### config.mk
export PLATFORM = sky130hd
export DESIGN_NAME = writeback_stage
export DESIGN_NICKNAME = d
export VERILOG_FILES = /design/src/rtl/common_types_pkg.sv /design/src/rtl/csr_file.sv /design/src/rtl/writeback_stage.sv
export SDC_FILE = /design/constraint.sdc
export NUM_CORES = 1
export LEC_CHECK = 0
export BUFFER_PORTS_ARGS = -buffer_cell sky130_fd_sc_hd__buf_2
export CAP_MARGIN = 20
export CORE_ASPECT_RATIO = 0.8
export CORE_MARGIN = 3
export CORE_UTILIZATION = 50
export DETAILED_ROUTE_END_ITERATION = 6
export PLACE_DENSITY_LB_ADDON = 0.08
export SYNTH_ARGS = -nofsm -noshare
export SYNTH_HDL_FRONTEND = slang
export SYNTH_SLANG_ARGS = --single-unit
### constraint.sdc
create_clock -name CLK -period 2.3 [get_ports CLK]
set_input_delay 0.23 -clock CLK [delete_from_list [all_inputs] [get_ports CLK]]
set_output_delay 0.23 -clock CLK [all_outputs]
set_load 0.1 [all_outputs]
### src/rtl/common_types_pkg.sv
`default_nettype none
// ============================================================================
// Module      : common_types_pkg
// Description : Shared types for the writeback stage and its machine CSR file:
//               CSR address map, write-source select, load size and CSR
//               read-modify-write operation, plus the RMW helper function.
// Revision    : 1.0 - initial release
// ============================================================================
package common_types_pkg;

    typedef enum logic [11:0] {
        CSR_MSTATUS   = 12'h300,
        CSR_MTVEC     = 12'h305,
        CSR_MSCRATCH  = 12'h340,
        CSR_MEPC      = 12'h341,
        CSR_MCAUSE    = 12'h342,
        CSR_MCYCLE    = 12'hB00,
        CSR_MINSTRET  = 12'hB02,
        CSR_MCYCLEH   = 12'hB80,
        CSR_MINSTRETH = 12'hB82,
        CSR_CYCLE     = 12'hC00,
        CSR_INSTRET   = 12'hC02,
        CSR_CYCLEH    = 12'hC80,
        CSR_INSTRETH  = 12'hC82
    } csr_addr_t;

    typedef enum logic [1:0] {
        WB_SRC_ALU = 2'd0,
        WB_SRC_MEM = 2'd1,
        WB_SRC_PC4 = 2'd2,
        WB_SRC_CSR = 2'd3
    } wb_src_t;

    // Encoding 3 is not a legal size and is handled as a word load.
    typedef enum logic [1:0] {
        MEM_BYTE = 2'd0,
        MEM_HALF = 2'd1,
        MEM_WORD = 2'd2
    } mem_size_t;

    // Encoding 3 performs no write.
    typedef enum logic [1:0] {
        CSR_OP_MOVE  = 2'd0,
        CSR_OP_SET   = 2'd1,
        CSR_OP_CLEAR = 2'd2
    } csr_op_t;

    // Returns the value a CSR instruction would write; op 3 returns old so
    // that a stray write cannot corrupt state even if it were enabled.
    function automatic logic [31:0] csr_rmw(
        input logic [1:0]  op,
        input logic [31:0] old_val,
        input logic [31:0] src
    );
        case (op)
            CSR_OP_MOVE:  return src;
            CSR_OP_SET:   return old_val | src;
            CSR_OP_CLEAR: return old_val & ~src;
            default:      return old_val;
        endcase
    endfunction

endpackage
`default_nettype wire

### src/rtl/csr_file.sv
`default_nettype none
// ============================================================================
// Module      : csr_file
// Description : Machine CSR file: address decode, old-value read mux,
//               read-modify-write, write masks and 64-bit cycle/instret
//               counters. Counters (and their read-only user aliases) exist
//               only when CSR_COUNTERS_EN is defined; otherwise their
//               addresses read 0 and ignore writes.
// Ports       : clk, rst_n      - clock, async active-low reset
//               i_we           - CSR instruction commits this cycle
//               i_retire       - an instruction retires this cycle
//               i_cnt_en       - cycle counter advances this cycle
//               i_addr, i_op   - CSR address and RMW operation
//               i_src          - RMW source operand
//               o_rdata        - pre-write contents of i_addr
// Revision    : 1.0 - initial release
// ============================================================================
module csr_file
    import common_types_pkg::*;
#(
    parameter int              XLEN          = 32,
    parameter logic [XLEN-1:0] MSTATUS_WMASK = 32'h0000_0088
) (
    input  logic            clk,
    input  logic            rst_n,
    input  logic            i_we,
    input  logic            i_retire,
    input  logic            i_cnt_en,
    input  logic [11:0]     i_addr,
    input  logic [1:0]      i_op,
    input  logic [XLEN-1:0] i_src,
    output logic [XLEN-1:0] o_rdata
);

    logic [XLEN-1:0] r_mstatus;
    logic [XLEN-1:0] r_mtvec;
    logic [XLEN-1:0] r_mscratch;
    logic [XLEN-1:0] r_mepc;
    logic [XLEN-1:0] r_mcause;

    logic [XLEN-1:0] w_cnt_rdata;
    logic [XLEN-1:0] w_new;
    logic            w_wr;

    always_comb begin
        o_rdata = '0;
        case (i_addr)
            CSR_MSTATUS:  o_rdata = r_mstatus;
            CSR_MTVEC:    o_rdata = r_mtvec;
            CSR_MSCRATCH: o_rdata = r_mscratch;
            CSR_MEPC:     o_rdata = r_mepc;
            CSR_MCAUSE:   o_rdata = r_mcause;
            default:      o_rdata = w_cnt_rdata;
        endcase
    end

    assign w_new = csr_rmw(i_op, o_rdata, i_src);
    assign w_wr  = i_we & (i_op != 2'd3);

    // Read-only and unimplemented addresses simply never match a write
    // decode below, so their writes drop silently.
    always_ff @(posedge clk or negedge rst_n) begin
        if (!rst_n) begin
            r_mstatus  <= '0;
            r_mtvec    <= '0;
            r_mscratch <= '0;
            r_mepc     <= '0;
            r_mcause   <= '0;
        end else if (w_wr) begin
            case (i_addr)
                CSR_MSTATUS:  r_mstatus  <= w_new & MSTATUS_WMASK;
                CSR_MTVEC:    r_mtvec    <= {w_new[XLEN-1:2], 2'b00};
                CSR_MSCRATCH: r_mscratch <= w_new;
                CSR_MEPC:     r_mepc     <= {w_new[XLEN-1:1], 1'b0};
                CSR_MCAUSE:   r_mcause   <= w_new;
                default:      ;
            endcase
        end
    end

`ifdef CSR_COUNTERS_EN
    localparam logic [2*XLEN-1:0] c_cnt_one = {{(2*XLEN-1){1'b0}}, 1'b1};

    logic [2*XLEN-1:0] r_mcycle;
    logic [2*XLEN-1:0] r_minstret;

    logic w_wr_mcycle_lo;
    logic w_wr_mcycle_hi;
    logic w_wr_minstret_lo;
    logic w_wr_minstret_hi;

    assign w_wr_mcycle_lo   = w_wr & (i_addr == CSR_MCYCLE);
    assign w_wr_mcycle_hi   = w_wr & (i_addr == CSR_MCYCLEH);
    assign w_wr_minstret_lo = w_wr & (i_addr == CSR_MINSTRET);
    assign w_wr_minstret_hi = w_wr & (i_addr == CSR_MINSTRETH);

    // A software write to either half suppresses that counter's increment
    // for the cycle; the untouched half holds its value.
    always_ff @(posedge clk or negedge rst_n) begin
        if (!rst_n) begin
            r_mcycle <= '0;
        end else if (w_wr_mcycle_lo) begin
            r_mcycle[XLEN-1:0] <= w_new;
        end else if (w_wr_mcycle_hi) begin
            r_mcycle[2*XLEN-1:XLEN] <= w_new;
        end else if (i_cnt_en) begin
            r_mcycle <= r_mcycle + c_cnt_one;
        end
    end

    always_ff @(posedge clk or negedge rst_n) begin
        if (!rst_n) begin
            r_minstret <= '0;
        end else if (w_wr_minstret_lo) begin
            r_minstret[XLEN-1:0] <= w_new;
        end else if (w_wr_minstret_hi) begin
            r_minstret[2*XLEN-1:XLEN] <= w_new;
        end else if (i_retire) begin
            r_minstret <= r_minstret + c_cnt_one;
        end
    end

    always_comb begin
        w_cnt_rdata = '0;
        case (i_addr)
            CSR_MCYCLE,    CSR_CYCLE:    w_cnt_rdata = r_mcycle[XLEN-1:0];
            CSR_MCYCLEH,   CSR_CYCLEH:   w_cnt_rdata = r_mcycle[2*XLEN-1:XLEN];
            CSR_MINSTRET,  CSR_INSTRET:  w_cnt_rdata = r_minstret[XLEN-1:0];
            CSR_MINSTRETH, CSR_INSTRETH: w_cnt_rdata = r_minstret[2*XLEN-1:XLEN];
            default:                     w_cnt_rdata = '0;
        endcase
    end
`else
    logic w_unused_cnt;

    assign w_cnt_rdata  = '0;
    assign w_unused_cnt = &{1'b0, i_retire, i_cnt_en};
`endif

endmodule
`default_nettype wire

### src/rtl/writeback_stage.sv
`default_nettype none
// ============================================================================
// Module      : writeback_stage
// Description : Final pipeline stage. Extracts and extends load data,
//               selects the register-file write source, hosts the machine
//               CSR file and owns the sticky halt flag. Optional counters
//               are enabled with the macro CSR_COUNTERS_EN.
// Ports       : CLK, nRST            - clock, async active-low reset
//               wb_valid, pc, halt   - latched instruction state
//               rd, rs1, rdat1       - register indices / rs1 value
//               reg_wr_src/_mem/_mem_signed - write source and load format
//               csr_write/_waddr/_wr_op/_wr_imm - CSR instruction fields
//               alu_out, dload       - ALU result / load address, load word
//               rf_wen, rf_wsel, rf_wdat - register-file write port
//               halt_o, retire       - sticky halt, retire strobe
// Revision    : 1.0 - initial release
// ============================================================================
module writeback_stage
    import common_types_pkg::*;
#(
    parameter int              XLEN          = 32,
    parameter logic [XLEN-1:0] MSTATUS_WMASK = 32'h0000_0088
) (
    input  logic            CLK,
    input  logic            nRST,
    input  logic            wb_valid,
    input  logic [XLEN-1:0] pc,
    input  logic            halt,
    input  logic [4:0]      rd,
    input  logic [4:0]      rs1,
    input  logic [XLEN-1:0] rdat1,
    input  logic [1:0]      reg_wr_src,
    input  logic [1:0]      reg_wr_mem,
    input  logic            reg_wr_mem_signed,
    input  logic            csr_write,
    input  logic [11:0]     csr_waddr,
    input  logic [1:0]      csr_wr_op,
    input  logic            csr_wr_imm,
    input  logic [XLEN-1:0] alu_out,
    input  logic [XLEN-1:0] dload,
    output logic            rf_wen,
    output logic [4:0]      rf_wsel,
    output logic [XLEN-1:0] rf_wdat,
    output logic            halt_o,
    output logic            retire
);

    localparam logic [XLEN-1:0] c_pc_step = {{(XLEN-3){1'b0}}, 3'b100};

    logic            r_halted;
    logic [7:0]      w_byte;
    logic [15:0]     w_half;
    logic [XLEN-1:0] w_load;
    logic [XLEN-1:0] w_csr_src;
    logic [XLEN-1:0] w_csr_rdata;
    logic            w_csr_we;

    assign halt_o   = r_halted;
    assign retire   = wb_valid & ~r_halted;
    assign rf_wen   = retire & ~halt & (rd != 5'd0);
    assign rf_wsel  = rd;

    // The halting instruction itself commits no CSR side effect.
    assign w_csr_we  = retire & csr_write & ~halt;
    assign w_csr_src = csr_wr_imm ? {{(XLEN-5){1'b0}}, rs1} : rdat1;

    always_comb begin
        case (alu_out[1:0])
            2'd0:    w_byte = dload[7:0];
            2'd1:    w_byte = dload[15:8];
            2'd2:    w_byte = dload[23:16];
            default: w_byte = dload[31:24];
        endcase
    end

    // alu_out[0] is ignored for halves; misaligned halves trap upstream.
    assign w_half = alu_out[1] ? dload[31:16] : dload[15:0];

    always_comb begin
        w_load = dload;
        case (reg_wr_mem)
            MEM_BYTE: w_load = {{(XLEN-8){reg_wr_mem_signed & w_byte[7]}}, w_byte};
            MEM_HALF: w_load = {{(XLEN-16){reg_wr_mem_signed & w_half[15]}}, w_half};
            default:  w_load = dload;
        endcase
    end

    always_comb begin
        rf_wdat = alu_out;
        case (reg_wr_src)
            WB_SRC_ALU: rf_wdat = alu_out;
            WB_SRC_MEM: rf_wdat = w_load;
            WB_SRC_PC4: rf_wdat = pc + c_pc_step;
            WB_SRC_CSR: rf_wdat = w_csr_rdata;
            default:    rf_wdat = alu_out;
        endcase
    end

    always_ff @(posedge CLK or negedge nRST) begin
        if (!nRST) begin
            r_halted <= 1'b0;
        end else if (retire & halt) begin
            r_halted <= 1'b1;
        end
    end

    csr_file #(
        .XLEN          (XLEN),
        .MSTATUS_WMASK (MSTATUS_WMASK)
    ) u_csr_file (
        .clk      (CLK),
        .rst_n    (nRST),
        .i_we     (w_csr_we),
        .i_retire (retire),
        .i_cnt_en (~r_halted),
        .i_addr   (csr_waddr),
        .i_op     (csr_wr_op),
        .i_src    (w_csr_src),
        .o_rdata  (w_csr_rdata)
    );

endmodule
`default_nettype wire

# --- Yosys cells after proc, flatten, opt, wreduce, memory -nomap -nowiden ---
# Index checks and enable logic that the tools add are counted.
totals:
  ff_bits: 128
  latch_bits: 0
  ram_bits: 0
  rom_bits: 0
  input_bits: 163
  wordCells: 52
  memories: 0
classes:
  add_sub_neg: 1
  n_mul: 0
  div: 0
  order_cmp: 0
  eq_ne: 14
  shift: 0
  muxes: 7
  n_bitwise: 14
  reduce_logical: 10
op_table:
  columns: ["cell", "n"]
  rows:
  - ["$pmux W32 S5", 1]
  - ["$pmux W32 S4", 1]
  - ["$pmux W32 S3", 1]
  - ["$pmux W32 S2", 1]
  - ["$eq A12 B10 Y1 const B", 5]
  - ["$add A32 B3 Y32 const B", 1]
  - ["$and A32 B32 Y32", 1]
  - ["$mux W32", 1]
  - ["$not A32 Y32", 1]
  - ["$or A32 B32 Y32", 1]
  - ["$pmux W8 S3", 1]
  - ["$mux W16", 1]
  - ["$reduce_and A2 Y1", 5]
  - ["$and A1 B1 Y1", 9]
  - ["$eq A2 B1 Y1 const B", 4]
  - ["$eq A2 B2 Y1 const B", 4]
  - ["$logic_not A2 Y1", 4]
  - ["$reduce_bool A5 Y1", 1]
  - ["$ne A2 B2 Y1 const B", 1]
  - ["$not A1 Y1", 2]

# --- Longest topological paths before layout ---
logic_depth:
  word_depth: 6
  mapped_depth: 9
  ltp_nobuf: 6

# --- Modules after synthesis ---
# From an unflattened synthesis, not the netlist that was laid out.
unflattened:
  cells_unflattened: 1212
  hier_area_um2: 9477.8
by_module_without_submodules:
  columns: ["module", "instances", "cells_each", "area_each_um2", "seq_area_each_um2"]
  rows:
  - ["csr_file", 1, 840, 7081.8, 3178.0]
  - ["writeback_stage", 1, 372, 2396.0, 25.0]

# --- Least setup slack after synthesis ---
# OpenSTA, ideal clock, no wires.
synth_path:
  path_type: "input port to output port"
  from: "in pc[2]"
  to: "out rf_wdat[26]"
  arrival_time_ns: 4.762
  t_required_ns: 2.070
  setup_slack_ns: -2.692
  path_stages: 6
  n_path_buf: 0
  path_cell_list: "ha_1 -> nand2_1 -> nor4_4 -> and3_1 -> nor3_1 -> o311ai_0"
synth_between:
  elab_chain_cells: 2
synth_lines:
  columns: ["item", "line_no", "text"]
  rows:
  - ["start, declared", "writeback_stage.sv:27", "input logic [XLEN-1:0] pc,"]
  - ["$add A32 B3 Y32", "writeback_stage.sv:93", "WB_SRC_PC4: rf_wdat = pc + c_pc_step;"]
  - ["$pmux W32 S4", "writeback_stage.sv:90", "case (reg_wr_src)"]
  - ["end, declared", "writeback_stage.sv:43", "output logic [XLEN-1:0] rf_wdat,"]
# Every way passes these cells.

# --- Worst setup path in the final report ---
layout_path:
  from: "in csr_waddr[5]"
  to: "out rf_wdat[17]"
layout_between:
  elab_chain_cells: 3
layout_lines:
  columns: ["item", "line_no", "text"]
  rows:
  - ["start, declared", "writeback_stage.sv:36", "input logic [11:0] csr_waddr,"]
  - ["$eq A12 B10 Y1", "csr_file.sv:47", "case (i_addr)"]
  - ["$pmux W32 S5 (*)", "csr_file.sv:47", null]
  - ["$pmux W32 S4 (*)", "writeback_stage.sv:90", null]
# Every way passes the cells marked *; elsewhere a longest branch is shown, timed or not.

==> run_results.csv <==
group,metric,value,unit
worst_setup_path,crit_arrival,2230,ps
routing,dr_wl_met3,4.01,mm
pwr,seq_power_share,0.324,
floorplanning,core_area,17500,um2
pwr,p_sw,2.24,mW
cts,cts_tree,"yes",
synth,yosysUniqueCellTypes,64,
timing,fin_crit_sh,1.07,
timing,finalClockSkew,11.8,ps
worst_setup_path,worstSetupEndpointType,"output port",
cts,clock_latency,430,ps
placement,hpwlAfterDp,24.9,mm
global_route,grt_pass1_wl,52.8,mm
worst_setup_path,slowest_stage,"or4_4",
cts,cts_sinks,128,
synth,ys_async_sr_fraction,1.00,
finish,stdcell_area,13300,um2
timing,rsz0062_at_grt,"true",
synth,synth-edff-count,0,
global_route,grt_use_total,0.348,
routing,wire_per_inst,22.3,um
synth,syn-num-nets,1256,
synth,ys_ff_latch,128,
cts,cts_made_buffers,17,
worst_setup_path,path_class,"input port to output port",
floorplanning,die_w,156,um
global_route,grt-ovfl-total,0,
global_route,grt_max_degree,52,
cts,clockRootBuffer,"clkbuf_16",
pwr,irDropWorstVdd,0.440,mV
finish,final_nets,1549,
timing,max_freq,406,MHz
placement,post-place-ws,-166,ps
finish,area_delta_synth_final,48.1,%
routing,drt_iter0_markers,1222,
synth,ys_seq_area_frac,0.357,
global_route,antenna_found_initial,0,
routing,vias_per_cell,6.34,
cts,cts_htree_levels,4,
floorplanning,dieArea,19600,um2
placement,place_area,11900,um2
pwr,leakagePower,6.01,nW
worst_setup_path,startpoint_type,"input port",
placement,finalWeightedCongestion,1.01,
floorplanning,pin_count,203,
status,status,"complete, but fails checks",
timing,setup_viol_count_final,25,
worst_setup_path,ff2ff_setup_slack,240,ps
routing,met1_length,15.0,mm
pwr,pwr-share-comb,0.268,
synth,ys_warn_count,0,
timing,final.setup.tns,-2030,ps
pwr,power.share.clock,0.408,
cts,cts.path.max_buffers,2,
routing,highest_layer,"met4",
timing,timing.final.ws_setup,-164,ps
global_route,grt_pass1_vias,9375,
routing,antenna_left,0,
timing,worstMarginPinSlew,954,ps
cts,cts.clk_slew.worst_paths,60,ps
pwr,p_per_area,523,nW/um2
finish,drive_gt1_frac,0.383,
flow_run,cap_violations,0,
floorplanning,fp.dieH,126,um
timing,fin_crit,2460,ps
routing,num_vias,10300,
worst_setup_path,crit_top_cell,"buf_12",
floorplanning,rows,43,
status,violations,"negative setup slack",
pwr,p_int,4.72,mW
worst_setup_path,cp_cell_sequence,"buf_8, or4_4, nor4_4, buf_4, buf_12, buf_12, a222oi_1, nor2_1, a211o_2, buf_12",
floorplanning,floorplan.initialDensity,0.513,
synth,synthCells,1092,
finish,diodes,0,
worst_setup_path,cp_slowest_stage_delay,550,ps
placement,io_buffers,202,
timing,finalHoldViolations,0,
synth,ys.flop_type,"dfrtp_1",
synth,netlist_area,8970,um2
pwr,swShare,0.322,
routing,drc,0,
hold_path,hp-class,"input port to register",
routing,drt_wl_total,36.2,mm
routing,wl_met2,16.0,mm
routing,dr.pass1.iters,7,
worst_setup_path,cp_max_fo,9,
timing,drv_slew,0,
worst_setup_path,worstPathRequired,2070,ps
synth,synth_area_per_cell,8.21,um2
timing,relSlewSlack,0.361,
## cells in the final DEF, fill, tap and decap left out, drive strengths merged, types with 6 or more instances in the layout
cell type	count
a32o	20
nor4	11
a221oi	7
nand3	40
inv	19
o2bb2ai	12
a21oi	132
mux2	29
dfrtp	128
a222oi	15
buf	358
a211oi	11
a22o	7
nor3	20
nand4	12
nor2b	13
nor2	160
clkbuf	24
nand2b	39
and2	7
xor2	13
a31oi	25
o211ai	7
o22ai	8
a21o	26
xnor2	13
o31ai	10
or3	6
o21ai	43
a31o	9
a22oi	7
and3	8
mux2i	23
or4	9
nand2	71
a211o	9
## timing repair
item | 4_1_cts | 5_1_grt
resized for setup | 45 | 67
buffers inserted | 7 | 15
gates cloned | 2 | 3
pin swaps | 16 | 29
endpoints found under the hold margin | 26 | 0
setup endpoints to repair | 28 | 29
hold buffers | 1 | 0
## routing by layer
metal,up-vias,GRT usage
met5,-,0
met3,86,0.0876
met2,615,0.519
li1,4636,-
met4,0,0.109
met1,4947,0.499
## final timing paths
kind,startpoint,cells past startpoint,end
max,csr_waddr[5],10,rf_wdat[17]
min,wb_valid,2,halt_o
max reg2reg,halt_o,6,u_csr_file.r_mcause[7]
min reg2reg,u_csr_file.r_mscratch[7],2,u_csr_file.r_mscratch[7]
max in group asynchronous,nRST,3,u_csr_file.r_mtvec[4]
min in group asynchronous,nRST,2,u_csr_file.r_mscratch[16]
## critical path: cells and delay by family
| family | cells | cell delay (ps) |
|---|---|---|
| and+or+nand+nor | 3 | 990 |
| AOI/OAI and AO/OA | 2 | 290 |
| buffers and inverters | 5 | 700 |
## state kept, by name, summed over array words and instances, names as in the netlist
register               count
u_csr_file.r_mcause       32
u_csr_file.r_mtvec        30
u_csr_file.r_mstatus       2
u_csr_file.r_mepc         31
u_csr_file.r_mscratch     32
halt_o                     1
## power by group through the flow
stage	registers, mW	logic (mW)	clock network, mW
global placement	2.29	1.74	0
detailed placement	2.29	1.75	0
finish	2.25	1.86	2.84
floorplan	2.29	0.981	0
CTS	2.25	1.80	2.85
global route	2.25	1.94	2.96
## through the flow
stage                     utilization  cells  hold WS [ps]  total power, mW
after floorplan                     -   1092         -65.6             3.28
after global placement          0.681   1567           184             4.04
after detailed placement        0.681   1567           181             4.04
after CTS                       0.734   1609          15.6             6.90
after global routing            0.759   1623          30.3             7.14
final                           0.759   1623          27.8             6.95
## synthesized netlist by cell type (8+ instances only)
master	count	area, um2
xnor2_1	13	114
o22ai_1	8	50.1
a21o_1	26	195
nor2_1	160	601
clkbuf_1	54	203
a211oi_1	11	82.6
mux2_2	29	327
a31oi_1	25	156
a31o_2	9	78.8
and3_1	8	50.1
buf_2	25	125
o2bb2ai_1	12	105
o31ai_1	10	75.1
nand3_1	40	200
nand2b_1	39	244
xor2_1	13	114
a211o_1	9	78.8
a32o_1	20	200
buf_4	9	67.6
dfrtp_1	128	3200
mux2i_1	23	230
nor3_1	20	100
o21ai_0	42	210
nand4_1	11	68.8
a21oi_1	132	661
nor2b_1	13	81.3
a222oi_1	15	150
nand2_1	71	267
inv_1	13	48.8
## final cells by class
| class | instances | area (um2) |
|---|---|---|
| fill | 1288 | 4210 |
| inverter | 13 | 48.8 |
| multi-input combinational | 859 | 6010 |
| sequential | 128 | 3200 |
| tap | 225 | 282 |
| clock inverter | 14 | 175 |
| clock buffer | 18 | 439 |
| timing repair buffer | 366 | 3120 |
## kinds of logic (layout without fill, tap and decap cells)
kind of cell | Yosys count | in the layout | share of synthesized area
xor+xnor | 26 | 26 | 0.0254
compound gates | 369 | 370 | 0.274
mux | 54 | 54 | 0.0671
buf+inv | 106 | 411 | 0.0516
simple gates | 408 | 408 | 0.223
flops | 128 | 128 | 0.357
fa+ha+maj | 1 | 1 | 0.00139
Power figures use the tool's default switching activity.
